==> src/rtl/fetch_pkg.sv <==
// Shared types and constants for the fetch alignment buffer.
// Combinational definitions only; no latency and no backpressure.
package fetch_pkg;

    typedef logic [15:0] hw_t;

    // Low two bits of a 32-bit (non-compressed) RISC-V instruction
    localparam logic [1:0] RVC_QUAD_32 = 2'b11;

    typedef enum logic {
        S_RUN  = 1'b0,
        S_SKIP = 1'b1
    } align_state_t;

    localparam logic [31:0] RESET_PC_DEF = 32'h8000_0000;

endpackage

==> src/rtl/fetch_align_buf_if.sv <==
// Fetch-response and instruction-output handshake bundle for fetch_align_buf.
// slave = the buffer; master = fetch unit plus decode side (or a testbench).
interface fetch_align_buf_if;

    logic        flush;
    logic [31:0] flush_pc;

    logic        ifu_rsp_valid;
    logic        ifu_rsp_ready;
    logic [31:0] ifu_rsp_data;

    logic        instr_valid;
    logic        instr_ready;
    logic [31:0] instr_data;
    logic        instr_is16;
    logic [31:0] instr_pc;

    modport slave (
        input  flush, flush_pc, ifu_rsp_valid, ifu_rsp_data, instr_ready,
        output ifu_rsp_ready, instr_valid, instr_data, instr_is16, instr_pc
    );

    modport master (
        output flush, flush_pc, ifu_rsp_valid, ifu_rsp_data, instr_ready,
        input  ifu_rsp_ready, instr_valid, instr_data, instr_is16, instr_pc
    );

endinterface

==> src/rtl/align_hw_fifo.sv <==
// Circular halfword buffer: 0/1/2 halfwords written and 0/1/2 read per cycle.
// Latency: a write is visible on rd_hw0/rd_hw1 the following cycle.
// Backpressure: none internally; the caller must not overfill or overdrain.
module align_hw_fifo
    import fetch_pkg::*;
#(
    parameter  int DEPTH = 4,
    localparam int PW    = $clog2(DEPTH),
    localparam int CW    = $clog2(DEPTH + 1)
) (
    input  logic          clk,
    input  logic          rst,
    input  logic          clr,
    input  logic [1:0]    wr_cnt,
    input  hw_t           wr_hw0,
    input  hw_t           wr_hw1,
    input  logic [1:0]    rd_cnt,
    output hw_t           rd_hw0,
    output hw_t           rd_hw1,
    output logic [CW-1:0] count
);

    hw_t           mem [DEPTH];
    logic [PW-1:0] rd_ptr;
    logic [PW-1:0] wr_ptr;

    // Pointer advance modulo DEPTH, which need not be a power of two
    function automatic logic [PW-1:0] wrap_add(input logic [PW-1:0] p, input logic [1:0] n);
        logic [PW+1:0] s;
        s = {2'b00, p} + {{PW{1'b0}}, n};
        if (s >= (PW+2)'(DEPTH))
            s = s - (PW+2)'(DEPTH);
        return s[PW-1:0];
    endfunction

    always_ff @(posedge clk or posedge rst) begin
        if (rst) begin
            rd_ptr <= '0;
            wr_ptr <= '0;
            count  <= '0;
        end else if (clr) begin
            rd_ptr <= '0;
            wr_ptr <= '0;
            count  <= '0;
        end else begin
            rd_ptr <= wrap_add(rd_ptr, rd_cnt);
            wr_ptr <= wrap_add(wr_ptr, wr_cnt);
            count  <= count + CW'(wr_cnt) - CW'(rd_cnt);
        end
    end

    always_ff @(posedge clk) begin
        if (!clr) begin
            if (wr_cnt != 2'd0)
                mem[wr_ptr] <= wr_hw0;
            if (wr_cnt == 2'd2)
                mem[wrap_add(wr_ptr, 2'd1)] <= wr_hw1;
        end
    end

    assign rd_hw0 = mem[rd_ptr];
    assign rd_hw1 = mem[wrap_add(rd_ptr, 2'd1)];

endmodule

==> src/rtl/fetch_align_buf.sv <==
// Splits word-aligned fetch words into 16/32-bit instructions with PC; RVC via FETCH_ALIGN_RVC_EN.
// Latency: a word accepted in cycle N can be presented at the head in cycle N+1.
// Backpressure: ifu_rsp_ready only when two halfword slots are free (registered count, no pop-through).
module fetch_align_buf
    import fetch_pkg::*;
#(
    parameter int          HW_DEPTH = 4,
    parameter logic [31:0] RESET_PC = RESET_PC_DEF
) (
    input  logic              clk,
    input  logic              rst,
    fetch_align_buf_if.slave  bus
);

    localparam int CW = $clog2(HW_DEPTH + 1);

    align_state_t  state;
    align_state_t  state_n;
    logic [31:0]   head_pc;
    logic [CW-1:0] count;
    hw_t           rd_hw0;
    hw_t           rd_hw1;
    logic          head16;
    logic          push;
    logic          pop;
    logic          skip;
    logic [1:0]    wr_cnt;
    logic [1:0]    rd_cnt;
    logic          unused_flush_pc;

    assign skip = (state == S_SKIP);
    assign bus.ifu_rsp_ready = (count <= CW'(HW_DEPTH - 2));
    assign push = bus.ifu_rsp_valid & bus.ifu_rsp_ready & ~bus.flush;

`ifdef FETCH_ALIGN_RVC_EN
    // Gated on count so stale buffer contents never show as a compressed head
    assign head16 = (count != '0) && (rd_hw0[1:0] != RVC_QUAD_32);
    assign unused_flush_pc = bus.flush_pc[0];
`else
    assign head16 = 1'b0;
    assign unused_flush_pc = ^bus.flush_pc[1:0];
`endif

    assign bus.instr_valid = (head16 && count >= CW'(1)) || (count >= CW'(2));
    assign bus.instr_is16  = head16;
    assign bus.instr_pc    = head_pc;
    assign bus.instr_data  = !bus.instr_valid ? 32'h0 :
                             head16           ? {16'h0, rd_hw0} : {rd_hw1, rd_hw0};

    assign pop    = bus.instr_valid & bus.instr_ready & ~bus.flush;
    assign rd_cnt = !pop ? 2'd0 : (head16 ? 2'd1 : 2'd2);
    assign wr_cnt = !push ? 2'd0 : (skip ? 2'd1 : 2'd2);

    always_ff @(posedge clk or posedge rst) begin
        if (rst)
            state <= S_RUN;
        else
            state <= state_n;
    end

    always_comb begin
        state_n = state;
        if (bus.flush) begin
`ifdef FETCH_ALIGN_RVC_EN
            state_n = bus.flush_pc[1] ? S_SKIP : S_RUN;
`else
            state_n = S_RUN;
`endif
        end else if (push && skip) begin
            state_n = S_RUN;
        end
    end

    always_ff @(posedge clk or posedge rst) begin
        if (rst) begin
            head_pc <= RESET_PC;
        end else if (bus.flush) begin
`ifdef FETCH_ALIGN_RVC_EN
            head_pc <= {bus.flush_pc[31:1], 1'b0};
`else
            head_pc <= {bus.flush_pc[31:2], 2'b00};
`endif
        end else if (pop) begin
            head_pc <= head_pc + (head16 ? 32'd2 : 32'd4);
        end
    end

    align_hw_fifo #(
        .DEPTH (HW_DEPTH)
    ) u_fifo (
        .clk    (clk),
        .rst    (rst),
        .clr    (bus.flush),
        .wr_cnt (wr_cnt),
        .wr_hw0 (skip ? bus.ifu_rsp_data[31:16] : bus.ifu_rsp_data[15:0]),
        .wr_hw1 (bus.ifu_rsp_data[31:16]),
        .rd_cnt (rd_cnt),
        .rd_hw0 (rd_hw0),
        .rd_hw1 (rd_hw1),
        .count  (count)
    );

endmodule

==> src/flat_wrapper.sv <==
// flat-port wrapper written by rule: the top's interface ports become plain ports
module fetch_align_buf_flat import fetch_pkg::*;
#(
    parameter int          HW_DEPTH = 4,
    parameter logic [31:0] RESET_PC = RESET_PC_DEF
)
  (clk, rst, bus_flush, bus_flush_pc, bus_ifu_rsp_valid, bus_ifu_rsp_data, bus_instr_ready, bus_ifu_rsp_ready, bus_instr_valid, bus_instr_data, bus_instr_is16, bus_instr_pc);
  fetch_align_buf_if bus_i ();
  input  logic clk;
  input  logic rst;
  input wire logic [$bits(bus_i.flush)-1:0] bus_flush;
  input wire logic [$bits(bus_i.flush_pc)-1:0] bus_flush_pc;
  input wire logic [$bits(bus_i.ifu_rsp_valid)-1:0] bus_ifu_rsp_valid;
  input wire logic [$bits(bus_i.ifu_rsp_data)-1:0] bus_ifu_rsp_data;
  input wire logic [$bits(bus_i.instr_ready)-1:0] bus_instr_ready;
  output wire logic [$bits(bus_i.ifu_rsp_ready)-1:0] bus_ifu_rsp_ready;
  output wire logic [$bits(bus_i.instr_valid)-1:0] bus_instr_valid;
  output wire logic [$bits(bus_i.instr_data)-1:0] bus_instr_data;
  output wire logic [$bits(bus_i.instr_is16)-1:0] bus_instr_is16;
  output wire logic [$bits(bus_i.instr_pc)-1:0] bus_instr_pc;
  assign bus_i.flush = bus_flush;
  assign bus_i.flush_pc = bus_flush_pc;
  assign bus_i.ifu_rsp_valid = bus_ifu_rsp_valid;
  assign bus_i.ifu_rsp_data = bus_ifu_rsp_data;
  assign bus_i.instr_ready = bus_instr_ready;
  assign bus_ifu_rsp_ready = bus_i.ifu_rsp_ready;
  assign bus_instr_valid = bus_i.instr_valid;
  assign bus_instr_data = bus_i.instr_data;
  assign bus_instr_is16 = bus_i.instr_is16;
  assign bus_instr_pc = bus_i.instr_pc;
  fetch_align_buf #(.HW_DEPTH(HW_DEPTH), .RESET_PC(RESET_PC)) u_core (.clk(clk), .rst(rst), .bus(bus_i));
endmodule
==> config.mk <==
export PLATFORM = sky130hd
export DESIGN_NAME = fetch_align_buf_flat
export DESIGN_NICKNAME = d
export VERILOG_FILES = /design/src/rtl/fetch_pkg.sv /design/src/rtl/fetch_align_buf_if.sv /design/src/rtl/align_hw_fifo.sv /design/src/rtl/fetch_align_buf.sv /design/src/flat_wrapper.sv
export SDC_FILE = /design/constraint.sdc
export NUM_CORES = 1
export LEC_CHECK = 0
export CORE_MARGIN = 2
export CORE_UTILIZATION = 35
export DETAILED_ROUTE_END_ITERATION = 8
export SETUP_SLACK_MARGIN = 0.05
export SYNTH_ARGS = -nofsm -noshare
export SYNTH_HDL_FRONTEND = slang
export SYNTH_SLANG_ARGS = --single-unit
==> constraint.sdc <==
create_clock -name clk -period 2.9 [get_ports clk]
set_clock_uncertainty 0.05 [all_clocks]
set_input_delay 0.29 -clock clk [delete_from_list [all_inputs] [get_ports clk]]
set_output_delay 0.29 -clock clk [all_outputs]
set_load 0.02 [all_outputs]
==> metrics.txt, run 1 <==
CP Max Fanout 19; CTS HTree Levels 3; outcome finished, final reports clean; crit-path cells buf_12 -> mux2i_1 -> nor2_1 -> clkdlybuf4s50_1; # hold bufs at CTS 0; Max Freq 0.402 GHz; All-Layer GR Usage 16.4%; DPL Wire Length 7980 um; Worst-Skew Late Latency 0.34 ns; clk sink count 98; Post-Synthesis Cells 437; Yosys cell types 41; GP Congestion 0.772; Leak 2.30 nW; setup ws final 0.415 ns; CP Data Required Time 2.56 ns; asr flop ratio synth 34.7%; final hold vios 0; Post-DRT Antenna Nets 0; DR DRC count 0; Initial Utilization 35.6%; Startpoint Class flop; crit share post-route 85.7%; Die X 123 um; power density cells 679 nW/um^2; vias in the first global route 3720; setup TNS 0 ns; worst slew pin tran 0.702 ns; first-pass GRT wire length 19000 um; share of cells above drive strength 1 13.2%; placed inst area 6360 sq um; Area Overhead vs Synth 35.1%; Yosys top cell by area edfxtp_1; Synth warnings 0; most instantiated cells after synthesis edfxtp_1, nor2_1, clkbuf_1; Clock Path Buffers 2; Hold/Removal Path Class in2async; total grt overflow 0; row cnt 43; dominant synthesized flop cell edfxtp_1; number of flops mapped to enable cells by yosys 64; Vias 3649; # nets final 604; synthesized area 4930 sq um; family with the most delay on the worst path buffers and inverters; Iteration-0 DRC Markers 222; syn_area_per_cell 11.3 sq um; CTS tree done; Die Area 15000 sq um; most numerous cell in the Yosys netlist edfxtp_1; crit path kind reg2out; critical path arrival 2.15 ns; Slowest cell on crit path dfrtp_2; Total Routed Length 11700 um; Routed wire per std cell 16.3 um; fin crit period 2.49 ns; Die Span Y 123 um; # setup viols final 0; Resize count post-CTS 0; ant diodes 0; worst hold slack 0.310 ns; initial antenna violation count 0; number of port buffers 130; Buf/Inv on CP 2; I/O pins 136; synth top area cells edfxtp_1, dfrtp_1, mux2_2; root buf cell clkbuf_16; largest net degree at the start of global routing 36; Yosys reg bits 98; critical path endpoint category primary output; # Post-CTS Setup Buffers 0; Slew Limit Fails 0; RSZ-0062 raised after global routing false; Yosys top cell area share 39.0%; CTS buffer count 9; dpl ws 0.425 ns; Vias/cell 5.08; fin area 6660 sq um; post-synthesis sequential area ratio 56.3%; DRT Pass-1 Iters 4; max-cap viol count 0; Rel. slew slack 52.8%; Max VDD drop 0.000333 V; Core ar. 13800 sq um; slowest stage delay, CP 0.69 ns; Clock Pin Slew Worst Setup and Hold Paths 0.07 ns
[kinds of logic after synthesis]
kind of cell	synth area share [%]
xor+xnor	2.67
compound gates	6.48
simple gates	13.8
flops	56.3
other cells	0.0761
buf+inv	5.82
mux	14.2
fa+ha+maj	0.660
[metrics by stage]
step	utilization (%)	cells	total power [W]
after CTS	48.1	718	0.00459
after global routing	48.1	718	0.00477
after global placement	46.0	702	0.00337
final	48.1	718	0.00452
after detailed placement	46.0	702	0.00338
after floorplan	-	439	0.00264
[worst register-to-register path, cell delays in order (launching register included)]
cell and delay (ns):
dfrtp_1 0.48, nand4_4 0.17, or4_4 0.70, or4_1 0.55, a31oi_1 0.19
[area by class of cell]
cell class,instances,area [sq um]
clock buffers,10,229
well taps,180,225
inverters,10,37.5
clock inverters,6,65.1
fillers,1255,7170
multi-input cells,271,1890
flip-flops and latches,98,2780
repair buffers,143,1440
[per-layer routing]
metal	vias to the layer above	routed length (um)	part of all wire, %	global-route usage [%]
met5	-	0	0	0
met4	0	245	2.1	7.18
met3	16	387	3.3	2.65
met2	84	5810	50	27.0
met1	1795	5240	45	21.5
li1	1754	-	-	-
[registers in the layout, indices dropped and copies added, names as in the netlist]
| register | count |
|---|---|
| u_core.u_fifo.rd_ptr | 1 |
| u_core.bus.instr_pc | 30 |
| u_core.u_fifo.count | 2 |
| u_core.u_fifo.mem | 64 |
| u_core.u_fifo.wr_ptr | 1 |
[cell usage in the layout (no fill, tap or decap), types with 9 or more instances in the layout]
| cell | Yosys | final |
|---|---|---|
| a31oi_1 | 15 | 15 |
| edfxtp_1 | 64 | 64 |
| xnor2_1 | 12 | 12 |
| nand3_1 | 9 | 9 |
| clkdlybuf4s50_1 | 0 | 130 |
| dfrtp_1 | 33 | 32 |
| buf_4 | 3 | 10 |
| clkbuf_16 | 0 | 9 |
| or4_1 | 14 | 14 |
| nand2_1 | 26 | 26 |
| nand4_1 | 10 | 10 |
| mux2i_1 | 33 | 33 |
| nor2_1 | 55 | 54 |
| mux2_2 | 33 | 33 |
| o21ai_0 | 13 | 13 |
| inv_1 | 9 | 9 |
| o31ai_1 | 11 | 11 |
[worst paths after layout]
kind	cells past startpoint	start	to	slack, ns
max	4	u_core.u_fifo.rd_ptr[1]	bus_instr_data[17]	0.41
min	3	rst	u_core.bus.instr_pc[25]	0.31
max reg2reg	4	u_core.bus.instr_pc[5]	u_core.bus.instr_pc[29]	0.67
min reg2reg	2	u_core.bus.instr_pc[22]	u_core.bus.instr_pc[22]	0.55
max in group asynchronous	3	rst	u_core.u_fifo.rd_ptr[1]	2.14
min in group clk	3	bus_flush_pc[31]	u_core.bus.instr_pc[31]	0.46
[power breakdown]
part	switching (W)	leakage (nW)	total (W)	internal, W
logic	0.000803	1.17	0.00156	0.000756
registers	0.000143	0.985	0.00177	0.00163
clock network	0.000514	0.144	0.00119	0.000671
Power figures use the tool's default switching activity.
==> run 2: changes to the inputs <==
--- a/config.mk
+++ b/config.mk
@@ -8,6 +8,7 @@
 export CORE_MARGIN = 2
 export CORE_UTILIZATION = 35
 export DETAILED_ROUTE_END_ITERATION = 8
+export REMOVE_ABC_BUFFERS = 1
 export SETUP_SLACK_MARGIN = 0.05
 export SYNTH_ARGS = -nofsm -noshare
 export SYNTH_HDL_FRONTEND = slang
==> run 2 against run 1 <==
Net effect:
- design area shrank 0.23%
- core utilization shrank 0.11 points
- final cell count shrank 0.14%
- clock power is essentially flat
- count of clock-buffer cells in the layout is the same
- non-clock buffer count shrank 1
- sequential power is essentially flat
- setup slack gained 0.087 ns
- via count shrank 0.38%
- maximum frequency grew 3.6%
- critical path depth is the same
- global-route usage shrank 0.32 points
- critical path type unchanged
==> metrics.txt, run 2 (synthesis gave the netlist of run 1 again) <==
outcome finished, final reports clean; Die Area 15000 sq um; Initial Utilization 35.6%; CP Capture Point bus_instr_data[0]; max reg flops 64; Startpoint Class flop; Buf/Inv on CP 2; crit path kind reg2out; Area Overhead vs Synth 34.8%; Vias/cell 5.07; Pwr Total 0.00449 W; Hold/Removal Path Class in2async; Worst-Skew Late Latency 0.34 ns; Die Span Y 123 um; critical path arrival 2.06 ns; Max Freq 0.417 GHz; Slew Limit Fails 0; I/O pins 136; register with the most flip-flops u_core.u_fifo.mem; worst slew pin tran 0.892 ns; GP Congestion 0.830; total grt overflow 0; CP Depth 4; Total Routed Length 11700 um; worst reg2reg startpoint u_core.bus.instr_pc[5]; Worst Setup SP u_core.u_fifo.rd_ptr[1]; fin area 6640 sq um; fin crit period 2.40 ns; crit share post-route 82.7%; RSZ-0062 raised after global routing false; Routed wire per std cell 16.3 um; max-cap viol count 0; Leak 2.28 nW; Rel. slew slack 40.5%; RR Endpoint u_core.bus.instr_pc[28]; Vias 3635; Worst R2R Setup Slack 0.63 ns; initial antenna violation count 0; CTS buffer count 9; first-pass GRT wire length 18600 um; Die X 123 um; Clock Path Buffers 2; CP Max Fanout 27; Iteration-0 DRC Markers 176; Max VDD drop 0.000317 V; DRT Pass-1 Iters 4; number of port buffers 130; most common cell after layout, fill and taps aside clkdlybuf4s50_1; Resize count post-CTS 0; clk sink count 98; share of cells above drive strength 1 12.8%; placed inst area 6350 sq um; Post-DRT Antenna Nets 0; All-Layer GR Usage 16.1%; slowest stage delay, CP 0.64 ns; vias in the first global route 3686; row cnt 43; family with the most delay on the worst path buffers and inverters; largest net degree at the start of global routing 36; final hold vios 0; # nets final 603; crit-path cells buf_12 -> mux2i_1 -> nor2_1 -> clkdlybuf4s50_1; critical path endpoint category primary output; # setup viols final 0; # Post-CTS Setup Buffers 0; DR DRC count 0; root buf cell clkbuf_16; ant diodes 0; DPL Wire Length 7850 um; worst hold slack 0.297 ns; Clock Pin Slew Worst Setup and Hold Paths 0.07 ns; reg2reg path depth 4; CTS HTree Levels 3; CP Data Required Time 2.56 ns; Core ar. 13800 sq um; # hold bufs at CTS 0; setup TNS 0 ns; CTS tree done; Slowest cell on crit path clkdlybuf4s50_1; commonest cells after routing, fill and taps aside clkdlybuf4s50_1, edfxtp_1, nor2_1; power density cells 676 nW/um^2
[run 2: tightest hold or removal path, stage by stage]
cell	delay [ns]
clkdlybuf4s50_1	0.40
inv_1	0.05
buf_4	0.38
[run 2: worst min-delay path by stage]
stage,startpoint,endpoint,slack (ns),cells past startpoint
floorplan,bus_flush,u_core.u_fifo.count[2],0.31,1
global placement,u_core.bus.instr_pc[22],u_core.bus.instr_pc[22],0.52,2
detailed placement,u_core.bus.instr_pc[22],u_core.bus.instr_pc[22],0.53,2
CTS,rst,u_core.bus.instr_pc[14],0.31,3
global route,rst,u_core.bus.instr_pc[16],0.36,3
finish,rst,u_core.bus.instr_pc[16],0.30,3
[run 2: layout make-up]
type | instances | area [sq um]
clock buffer | 10 | 229
inverter | 10 | 37.5
timing repair buffer | 142 | 1430
sequential | 98 | 2780
clock inverter | 6 | 57.6
fill | 1222 | 7190
tap | 180 | 225
multi-input combinational | 271 | 1890
[run 2: through the flow]
stage | util [%] | worst slack [ns] | instances
3_3_place_gp | 46.0 | 0.428 | 701
4_1_cts | 48.0 | 0.472 | 717
6_report | 48.0 | 0.502 | 717
3_5_place_dp | 46.0 | 0.371 | 701
2_1_floorplan | - | -0.294 | 379
5_1_grt | 48.0 | 0.433 | 717
[run 2: layer usage]
metal / routed length [um] / vias up / GRT usage (%)
li1: - / 1754 / -
met1: 5290 / 1729 / 21.1
met2: 5440 / 140 / 26.7
met3: 751 / 12 / 3.30
met4: 180 / 0 / 5.46
met5: 0 / - / 0
[run 2: power breakdown]
group / total [W] / switching, W / internal, W
Combinational: 0.00156 / 0.000809 / 0.000755
Clock: 0.00117 / 0.000506 / 0.000662
Sequential: 0.00176 / 0.000124 / 0.00163
Total: 0.00449 / 0.00144 / 0.00305
